==> src/rtl/onehot_rr_arbiter.sv <==
`default_nettype none
// ============================================================================
// Module   : onehot_rr_arbiter
// Purpose  : Round-robin arbiter with a rotating one-hot priority pointer.
//            Issues registered one-hot grants with a request/done handshake,
//            a hold-time limit that revokes long grants, and a fixed
//            two-cycle turnaround between consecutive owners.
// Revision : 1.0  initial release
// ----------------------------------------------------------------------------
// Ports
//   clk      in   1  rising-edge clock
//   reset    in   1  synchronous, active-high reset
//   req      in   N  level-sensitive request lines, bit i = requester i
//   done     in   N  release pulses; only the current owner's bit matters
//   grant    out  N  registered grant, one-hot or zero
//   busy     out  1  registered, equals |grant
//   timeout  out  1  registered one-cycle pulse on hold-limit revoke
//   ptr      out  N  registered one-hot priority pointer
// ============================================================================
module onehot_rr_arbiter #(
  parameter int N        = 3,
  parameter int MAX_HOLD = 8
) (
  input  logic         clk,
  input  logic         reset,
  input  logic [N-1:0] req,
  input  logic [N-1:0] done,
  output logic [N-1:0] grant,
  output logic         busy,
  output logic         timeout,
  output logic [N-1:0] ptr
);

  // A zero limit still needs a legal (1-bit) counter.
  localparam int HOLD_W = (MAX_HOLD > 0) ? $clog2(MAX_HOLD + 1) : 1;
  localparam logic [HOLD_W-1:0] HOLD_LIMIT = HOLD_W'(MAX_HOLD);
  localparam logic [HOLD_W-1:0] HOLD_SAT   = '1;
  localparam logic [N-1:0]      ONE_N      = N'(1);

  typedef enum logic [1:0] {
    IDLE  = 2'd0,
    GRANT = 2'd1,
    GAP   = 2'd2
  } state_t;

  state_t              state, state_next;
  logic [HOLD_W-1:0]   hold, hold_next;
  logic [N-1:0]        grant_next;
  logic [N-1:0]        ptr_next;
  logic                timeout_next;

  logic [N-1:0]        below_ptr;
  logic [N-1:0]        masked_req;
  logic [N-1:0]        pick_masked;
  logic [N-1:0]        pick_any;
  logic [N-1:0]        pick;
  logic [N-1:0]        owner_rot;
  logic                owner_done;
  logic                owner_req;
  logic                hold_hit;

  // Requests at or above the pointer take precedence; if none, the lowest
  // request overall wins, which is the wrap from MSB back to LSB.
  // x & (~x + 1) isolates the lowest set bit.
  assign below_ptr   = ptr - ONE_N;
  assign masked_req  = req & ~below_ptr;
  assign pick_masked = masked_req & (~masked_req + ONE_N);
  assign pick_any    = req & (~req + ONE_N);
  assign pick        = (|masked_req) ? pick_masked : pick_any;

  generate
    if (N == 1) begin : g_rot_single
      assign owner_rot = grant;
    end else begin : g_rot_multi
      assign owner_rot = {grant[N-2:0], grant[N-1]};
    end
  endgenerate

  // grant is one-hot in GRANT, so masking selects the owner's bit.
  assign owner_done = |(grant & done);
  assign owner_req  = |(grant & req);
  assign hold_hit   = (MAX_HOLD != 0) && (hold == HOLD_LIMIT);

  always_ff @(posedge clk) begin
    if (reset) begin
      state   <= IDLE;
      grant   <= '0;
      busy    <= 1'b0;
      timeout <= 1'b0;
      ptr     <= ONE_N;
      hold    <= '0;
    end else begin
      state   <= state_next;
      grant   <= grant_next;
      busy    <= |grant_next;
      timeout <= timeout_next;
      ptr     <= ptr_next;
      hold    <= hold_next;
    end
  end

  always_comb begin
    state_next   = state;
    grant_next   = grant;
    ptr_next     = ptr;
    hold_next    = hold;
    timeout_next = 1'b0;

    unique case (state)
      IDLE: begin
        grant_next = '0;
        if (|req) begin
          grant_next = pick;
          hold_next  = HOLD_W'(1);
          state_next = GRANT;
        end
      end

      GRANT: begin
        // Voluntary release outranks the hold limit, so a done on the
        // limit cycle never raises timeout.
        if (owner_done || !owner_req) begin
          grant_next = '0;
          ptr_next   = owner_rot;
          state_next = GAP;
        end else if (hold_hit) begin
          grant_next   = '0;
          ptr_next     = owner_rot;
          timeout_next = 1'b1;
          state_next   = GAP;
        end else if (hold != HOLD_SAT) begin
          hold_next = hold + HOLD_W'(1);
        end
      end

      GAP: begin
        grant_next = '0;
        state_next = IDLE;
      end

      default: begin
        grant_next = '0;
        state_next = IDLE;
      end
    endcase
  end

endmodule
`default_nettype wire

==> config.mk <==
export PLATFORM = sky130hd
export DESIGN_NAME = onehot_rr_arbiter
export DESIGN_NICKNAME = d
export VERILOG_FILES = /design/src/rtl/onehot_rr_arbiter.sv
export SDC_FILE = /design/constraint.sdc
export NUM_CORES = 1
export LEC_CHECK = 0
export BUFFER_PORTS_ARGS = -buffer_cell sky130_fd_sc_hd__buf_2
export CORE_UTILIZATION = 50
export DETAILED_ROUTE_END_ITERATION = 10
export HOLD_SLACK_MARGIN = 0.1
export PLACE_DENSITY = 0.71
export SETUP_SLACK_MARGIN = 0.3
export SYNTH_ARGS = -nofsm -noshare
export SYNTH_HDL_FRONTEND = slang
export SYNTH_SLANG_ARGS = --single-unit
==> constraint.sdc <==
create_clock -name clk -period 2.8 [get_ports clk]
set_input_delay 0.56 -clock clk [delete_from_list [all_inputs] [get_ports clk]]
set_output_delay 0.56 -clock clk [all_outputs]
set_load 0.03 [all_outputs]
==> flow_summary.yaml, run 1 <==
timing:
  relSlewSlack_pct: 51.9
  worstMarginPinSlew_ns: 0.712
  fmax_mhz: 461
  setup_viol: 0
  setup_slack_ns: 0.633
  fin_crit_ns: 2.17
  period_share_pct: 77.4
  hold_violations: 0
  rsz0062_at_grt: "false"
  finalMaxSlewViolations: 0
  fin_tns_setup_ns: 0
  clock_skew_ns: 0.000819
global_routing:
  antenna_found_initial: 0
  grt_pass1_wl_mm: 2.54
  grt_max_degree: 14
  grt.overflow.total: 0
  track_usage_pct: 24.0
  grt_pass1_vias: 564
route:
  wl_mm: 1.53
  post-route-drc-count: 0
  wl_per_cell_um: 13.2
  routed_via_density: 5.90
  drtIter0Drc: 18
  num_vias: 684
  route.antenna.remaining_nets: 0
  dr.pass1.iters: 4
floorplan:
  ioPinCount: 16
  coreArea_um2: 1320
  start_util_pct: 54.8
  die_h_um: 40
  num_rows: 13
  fp.dieW_um: 40
  dieArea_um2: 1600
place:
  place_congestion: 0.793
  dp_hpwl_mm: 1.15
  io_buffers: 15
  place_ws_ns: 0.658
synth:
  syn_area_per_cell_um2: 8.70
  netlist.area_leader.share_pct: 38.8
  syn_area_um2: 722
  yosys_warnings: 0
  synth-seq-cells: 14
  syn_nets: 94
  syn_inst: 83
  synth_top_area_cell: "dfxtp_1"
  synth_area_leaders: "dfxtp_1 39%, a21oi_1 6.2%, nand2_1 5.7%"
  synth_cell_types: 34
  yosysSeqAreaShare_pct: 38.8
worst_setup_path:
  crit_required_ns: 2.99
  cp_max_fo: 8
  crit_family: "compound AO/OA/AOI/OAI gates"
  crit_slowest_cell: "o41a_1"
  worstSetupPathType: "reg2reg"
  critPathArrivalTime_ns: 2.36
  crit_cells: 6
  r2r_cells: 6
  path_buf_inv: 1
  cp-end-kind: "flip-flop"
  critPathMaxStageDelay_ns: 0.54
  cp_cell_sequence: "inv_1 > ha_1 > and3b_1 > o41a_1 > or4_1 > a221oi_2"
  crit_path_start_kind: "flip-flop"
layout:
  drive_gt1_share_pct: 21.8
  area_growth_pct: 17.5
  final_cell_mix: "15 x buf_2, 14 x dfxtp_1, 11 x nand2_1"
  antennaDiodeCount: 0
  final_nets: 113
  layout_commonest_cell: "buf_2"
  post-route-util_pct: 64.4
clocking:
  post_cts_buffers: 0
  clock_latency_ns: 0.27
  clock-sinks: 14
  cts-root-buf: "clkbuf_4"
  clk_path_buf_depth: 2
  h-tree-depth: 1
  cts_resized: 0
  cts_tree: "done"
  clkTransAtPathRegs_ns: 0.09
  holdBufCountCts: 0
  numCtsBuffers: 3
power:
  p_leak_uw: 0.000342
  power.density_nw_per_um2: 569
  ir_drop_mv: 0.403
run:
  maxCapViolations: 0
worst_hold_path:
  hold_path_depth: 2
  min_path_type: "reg2reg"
run_status:
  status: "finished, final reports clean"
==> registers in the layout (all words and copies together), names as in the netlist <==
register and flops:
busy 1, ptr 3, state 2, timeout 1, hold 4, grant 3
==> cells by family after synthesis <==
group	synth area share [%]
simple gates	22.9
compound gates	26.2
flops	38.8
buf+inv	3.12
fa+ha+maj	5.20
xor+xnor	2.43
mux	1.39
==> through the flow <==
stage	hold slack [ns]	power, uW	cell area [um^2]	std cells
floorplan	0.452	311	722	83
global placement	0.470	340	812	112
detailed placement	0.477	343	812	112
CTS	0.490	486	848	116
global route	0.520	513	848	116
finish	0.489	483	848	116
==> synth_stat cells <==
cell,number
nand4_1,1
nor3_1,1
a221oi_2,1
o41a_1,1
and2_1,1
nand2b_1,1
a22oi_1,2
or4_1,1
xnor2_1,1
a21oi_1,9
ha_1,3
inv_1,5
or3_1,1
o21ai_0,3
o31ai_1,1
nor3b_1,1
mux2i_1,1
o41ai_1,2
nor2_1,4
nand3_1,3
a222oi_1,2
a211o_1,1
xor2_1,1
nand2_1,11
dfxtp_1,14
clkbuf_1,1
or2_2,1
and4bb_2,1
a22o_1,2
nor2b_1,1
and3b_1,1
o2111ai_1,1
o211ai_1,1
nand3b_1,2
==> layer usage <==
metal  track usage (%)  vias up  part of all wire, %
li1                  -      351                    -
met1              35.0      311                   52
met2              34.7       20                   42
met3              5.00        2                  5.0
met4              7.76        0                 0.91
met5                 0        -                    0
==> power by group <==
| part | switching, uW | total, uW | internal [uW] |
|---|---|---|---|
| clock | 64.8 | 144 | 78.9 |
| combinational | 70.2 | 112 | 41.3 |
| sequential | 14.1 | 228 | 214 |
==> worst register-to-register path, delay by kind of cell (launching register included) <==
family	cells	cell delay (ns)
compound gates	2	0.77
flops	1	0.39
simple gates	2	0.66
buf+inv	1	0.08
fa+ha+maj	1	0.19
==> final timing paths <==
path | endpoint | slack [ns] | from
max | hold[2] | 0.63 | hold[0]
max reg2reg | hold[2] | 0.63 | hold[0]
min reg2reg | ptr[1] | 0.49 | ptr[1]
min | ptr[1] | 0.49 | ptr[1]
==> layout make-up <==
class | count | area, um^2
Timing Repair Buffer | 15 | 75.1
Inverter | 5 | 18.8
Clock buffer | 4 | 36.3
Sequential cell | 14 | 280
Multi-Input combinational cell | 63 | 419
Tap cell | 15 | 18.8
Fill cell | 112 | 469
Note: power is estimated with default switching activity, not from simulation.
==> run 2: changes to the inputs <==
- CORE_UTILIZATION: 50 -> 46
- PLACE_DENSITY: 0.71 -> 0.69
- clock period: 2.8 -> 1.7 ns (I/O delays scaled with it)
==> flow_summary.yaml, run 2 (synthesis results as in run 1) <==
clocking:
  clk_path_buf_depth: 2
  clkTransAtPathRegs_ns: 0.09
  cts_tree: "done"
  cts-root-buf: "clkbuf_4"
  clock_latency_ns: 0.28
  numCtsBuffers: 3
  clock-sinks: 14
  h-tree-depth: 1
  holdBufCountCts: 0
global_routing:
  grt.overflow.total: 0
  grt_max_degree: 14
  grt_pass1_wl_mm: 3.51
  track_usage_pct: 26.9
  grt_pass1_vias: 807
  antenna_found_initial: 0
run_status:
  status: "complete, but fails checks"
  failed_checks: "negative setup slack"
layout:
  stdcell_count: 144
  post-route-util_pct: 88.9
  drive_gt1_share_pct: 62.8
  area_growth_pct: 70.2
  final_nets: 141
  largest_reg_flops: 4
  antennaDiodeCount: 0
  top_regs: "hold (4), grant (3), ptr (3)"
  final_cell_mix: "20 x buf_4, 15 x buf_2, 8 x dfxtp_1"
  top_register: "hold"
  layout_commonest_cell: "buf_4"
power:
  ir_drop_mv: 0.785
  p_leak_uw: 0.000519
  p_total_uw: 950
  power.density_nw_per_um2: 773
worst_setup_path:
  worstSetupPathType: "reg2reg"
  cp-end-kind: "flip-flop"
  cp_max_fo: 5
  crit_path_start_kind: "flip-flop"
  critPathArrivalTime_ns: 2.03
  crit_required_ns: 1.89
timing:
  clock_skew_ns: 0.00727
  setup_viol: 4
  worstMarginPinSlew_ns: 0.387
  relSlewSlack_pct: 74.2
  finalMaxSlewViolations: 0
  fin_crit_ns: 1.84
  hold_violations: 0
  period_share_pct: 108
  setup_slack_ns: -0.142
  fmax_mhz: 543
  rsz0062_at_grt: "true"
place:
  dp_hpwl_mm: 1.39
  io_buffers: 15
  place_inst: 130
  place_congestion: 0.814
route:
  wl_per_cell_um: 19.0
  route.antenna.remaining_nets: 0
  post-route-drc-count: 0
  drtIter0Drc: 74
  dr.pass1.iters: 4
  routed_via_density: 6.13
  wl_mm: 2.73
  num_vias: 882
floorplan:
  dieArea_um2: 1730
  ioPinCount: 16
  coreArea_um2: 1380
  die_h_um: 41.6
  num_rows: 13
  fp.dieW_um: 41.6
  start_util_pct: 52.2
worst_hold_path:
  min_path_type: "in2reg"
run:
  maxCapViolations: 0
## run 2: cell count changes in the layout (fill, tap and decap cells not counted), moves of 4 or more
cell,previous run,this run
buf_4,0,20
buf_6,0,7
nand2_1,11,4
a21oi_1,9,3
dfxtp_1,14,8
nand2_2,0,6
a21oi_2,0,5
dfxtp_2,0,4
## run 2: metal layers
metal	part of all wire, %	vias to the layer above	track usage, %
li1	-	405	-
met1	41	425	33.2
met2	50	40	45.6
met3	5.7	12	4.78
met4	3.4	0	11.0
met5	0	-	0
## run 2: critical path: stages, from the launching register on
cell and delay, ns:
dfxtp_2 0.33, buf_4 0.15, ha_2 0.20, nand3_2 0.09, a22oi_1 0.08, buf_4 0.18, or4_1 0.50, a221oi_2 0.23
## run 2: final cells by class
cell class                      count  area, um^2
Inverter                            5        18.8
Sequential cell                    14         293
Fill cell                          66         154
Multi-Input combinational cell     63         553
Timing Repair Buffer               43         319
Tap cell                           15        18.8
Clock buffer                        4        26.3
## run 2: repair_timing
item | CTS | global route
setup buffers | 7 | 3
endpoints found under the hold margin | 0 | 0
endpoints found under the setup margin | 13 | 14
cloned | 0 | 0
resized for setup | 25 | 14
pin swaps | 8 | 10
## run 2: final timing paths
| check | start | to | slack (ns) | cells past startpoint |
|---|---|---|---|---|
| setup reg to reg | hold[0] | hold[2] | -0.14 | 7 |
| hold / removal | reset | state[1] | 0.40 | 2 |
| hold reg to reg | ptr[1] | ptr[1] | 0.48 | 2 |
| setup / recovery | hold[0] | hold[2] | -0.14 | 7 |
## run 2: power by group
group	total, uW	leakage [uW]	internal (uW)	switching [uW]
combinational	373	0.000387	173	201
clock	203	0.0000150	90.9	112
sequential	374	0.000117	353	20.2
## run 2: through the flow
step / TNS (ns) / cell area, um^2 / setup WS (ns) / hold WS [ns]
after detailed placement: -0.261 / 962 / -0.200 / 0.467
after global placement: -0.194 / 962 / -0.156 / 0.468
after floorplan: -0.193 / 737 / -0.193 / 0.452
final: -0.267 / 1230 / -0.142 / 0.405
after global routing: -0.493 / 1230 / -0.170 / 0.404
after CTS: -0.151 / 1150 / -0.103 / 0.402
==> run 3: changes to the inputs <==
--- a/config.mk
+++ b/config.mk
@@ -12,2 +12,3 @@
 export PLACE_DENSITY = 0.69
+export RECOVER_POWER = 25
 export SETUP_SLACK_MARGIN = 0.3
==> constraint.sdc (replaced) <==
create_clock -name clk -period 1.7 [get_ports clk]
set_input_delay 0.085 -clock clk [delete_from_list [all_inputs] [get_ports clk]]
set_output_delay 0.085 -clock clk [all_outputs]
set_load 0.03 [all_outputs]
==> flow_summary.yaml, run 3 (synthesis results as in run 1) <==
global_routing:
  grt_pass1_wl_mm: 3.51
  antenna_found_initial: 0
  grt_pass1_vias: 777
  grt_max_degree: 14
  track_usage_pct: 26.0
  grt.overflow.total: 0
worst_setup_path:
  crit_required_ns: 1.91
  cp_cell_sequence: "a222oi_1 > buf_4 > o41a_1 > or4_4 > a221oi_2"
  crit_family: "compound AO/OA/AOI/OAI gates"
  crit_slowest_cell: "o41a_1"
  cp-end-kind: "flip-flop"
  critPathArrivalTime_ns: 1.98
  cp_max_fo: 5
  crit_path_start_kind: "flip-flop"
  path_buf_inv: 1
  critPathMaxStageDelay_ns: 0.43
  worstSetupPathType: "reg2reg"
run:
  maxCapViolations: 0
timing:
  relSlewSlack_pct: 73.5
  finalMaxSlewViolations: 0
  clock_skew_ns: 0.00560
  setup_viol: 2
  rsz0062_at_grt: "true"
  fmax_mhz: 564
  worstMarginPinSlew_ns: 0.398
  setup_slack_ns: -0.0732
  fin_crit_ns: 1.77
  hold_violations: 0
  period_share_pct: 104
power:
  clock_power_share_pct: 26.4
  p_leak_uw: 0.000472
  power_switching_uw: 305
  switching_share_pct: 32.9
  comb_power_share_pct: 33.4
  seqPwrFrac_pct: 40.2
  ir_drop_mv: 0.708
  p_total_uw: 927
  power.density_nw_per_um2: 831
  p_int_uw: 622
route:
  num_vias: 786
  routed_via_density: 5.78
  drtIter0Drc: 18
  wl_mm: 2.04
  route.antenna.remaining_nets: 0
  top_layer: "met4"
  wl_per_cell_um: 15.0
  dr.pass1.iters: 5
  wl_met1_um: 905
  routed-wl-met2_mm: 1.00
  met3_length_um: 108
  post-route-drc-count: 0
clocking:
  clock-sinks: 14
  h-tree-depth: 1
  numCtsBuffers: 3
  cts-root-buf: "clkbuf_4"
  cts_tree: "done"
  clk_path_buf_depth: 2
  clkTransAtPathRegs_ns: 0.09
  clock_latency_ns: 0.28
place:
  place_congestion: 0.856
  io_buffers: 15
  place_inst: 127
  dpl_cell_area_um2: 940
  dp_hpwl_mm: 1.34
layout:
  largest_reg_flops: 4
  drive_gt1_share_pct: 51.2
  multi_input_area_um2: 514
  antennaDiodeCount: 0
  top_regs: "hold (4), grant (3), ptr (3)"
  regArea_um2: 293
  top_register: "hold"
  fill_cells: 96
  final_cell_mix: "16 x buf_4, 11 x buf_2, 8 x dfxtp_1"
  area_growth_pct: 54.4
  final_nets: 133
  stdcell_count: 136
  layout_commonest_cell: "buf_4"
  stdcell_area_um2: 1110
  post-route-util_pct: 80.6
floorplan:
  dieArea_um2: 1730
  fp.dieW_um: 41.6
  coreArea_um2: 1380
  start_util_pct: 52.2
  ioPinCount: 16
  num_rows: 13
  die_h_um: 41.6
worst_hold_path:
  min_path_type: "in2reg"
run_status:
  failed_checks: "negative setup slack"
  status: "complete, but fails checks"
==> run 3: path summary, 6_finish.rpt <==
path / slack (ns) / start / cells past startpoint / end
max: -0.07 / grant[1] / 5 / hold[2]
min: 0.10 / req[1] / 3 / grant[1]
max reg2reg: -0.07 / grant[1] / 5 / hold[2]
min reg2reg: 0.48 / ptr[1] / 2 / ptr[1]
==> run 3: per-stage QoR <==
step                      TNS [ns]  setup slack (ns)  hold WS, ns
after global routing        -0.361            -0.153        0.103
final                      -0.0865           -0.0732        0.102
after global placement     -0.0867           -0.0867        0.385
after detailed placement    -0.125            -0.125        0.382
after floorplan             -0.193            -0.193        0.226
after CTS                   -0.206            -0.113        0.101
==> run 3: tightest hold or removal path: stages <==
cell	delay, ns
buf_2	0.12
o2111ai_1	0.08
a21oi_1	0.07
==> run 3: power groups by stage <==
stage	combinational (uW)	sequential, uW	clock (uW)
3_3_place_gp	235	378	0
2_1_floorplan	111	405	0
5_1_grt	337	377	258
6_report	309	373	245
4_1_cts	284	372	244
3_5_place_dp	240	379	0
==> run 3: what timing repair did <==
action	4_1_cts	5_1_grt
gates resized for setup	19	6
endpoints found under the setup margin	13	13
setup buffers	3	1
pin swaps	15	5
hold buffers	1	0
hold endpoints to repair	1	0
==> run 3: final cells by class <==
class	count	area share, %
inverters	5	1.68
clock buffers	4	3.25
repair buffers	35	21.0
multi-input cells	63	46.1
well taps	15	1.68
flip-flops and latches	14	26.3
==> run 3: metal layers <==
metal  vias to the layer above  track usage, %
li1                        394               -
met1                       361            34.8
met2                        29            43.4
met3                         2            5.22
met4                         0            5.16
met5                         -               0
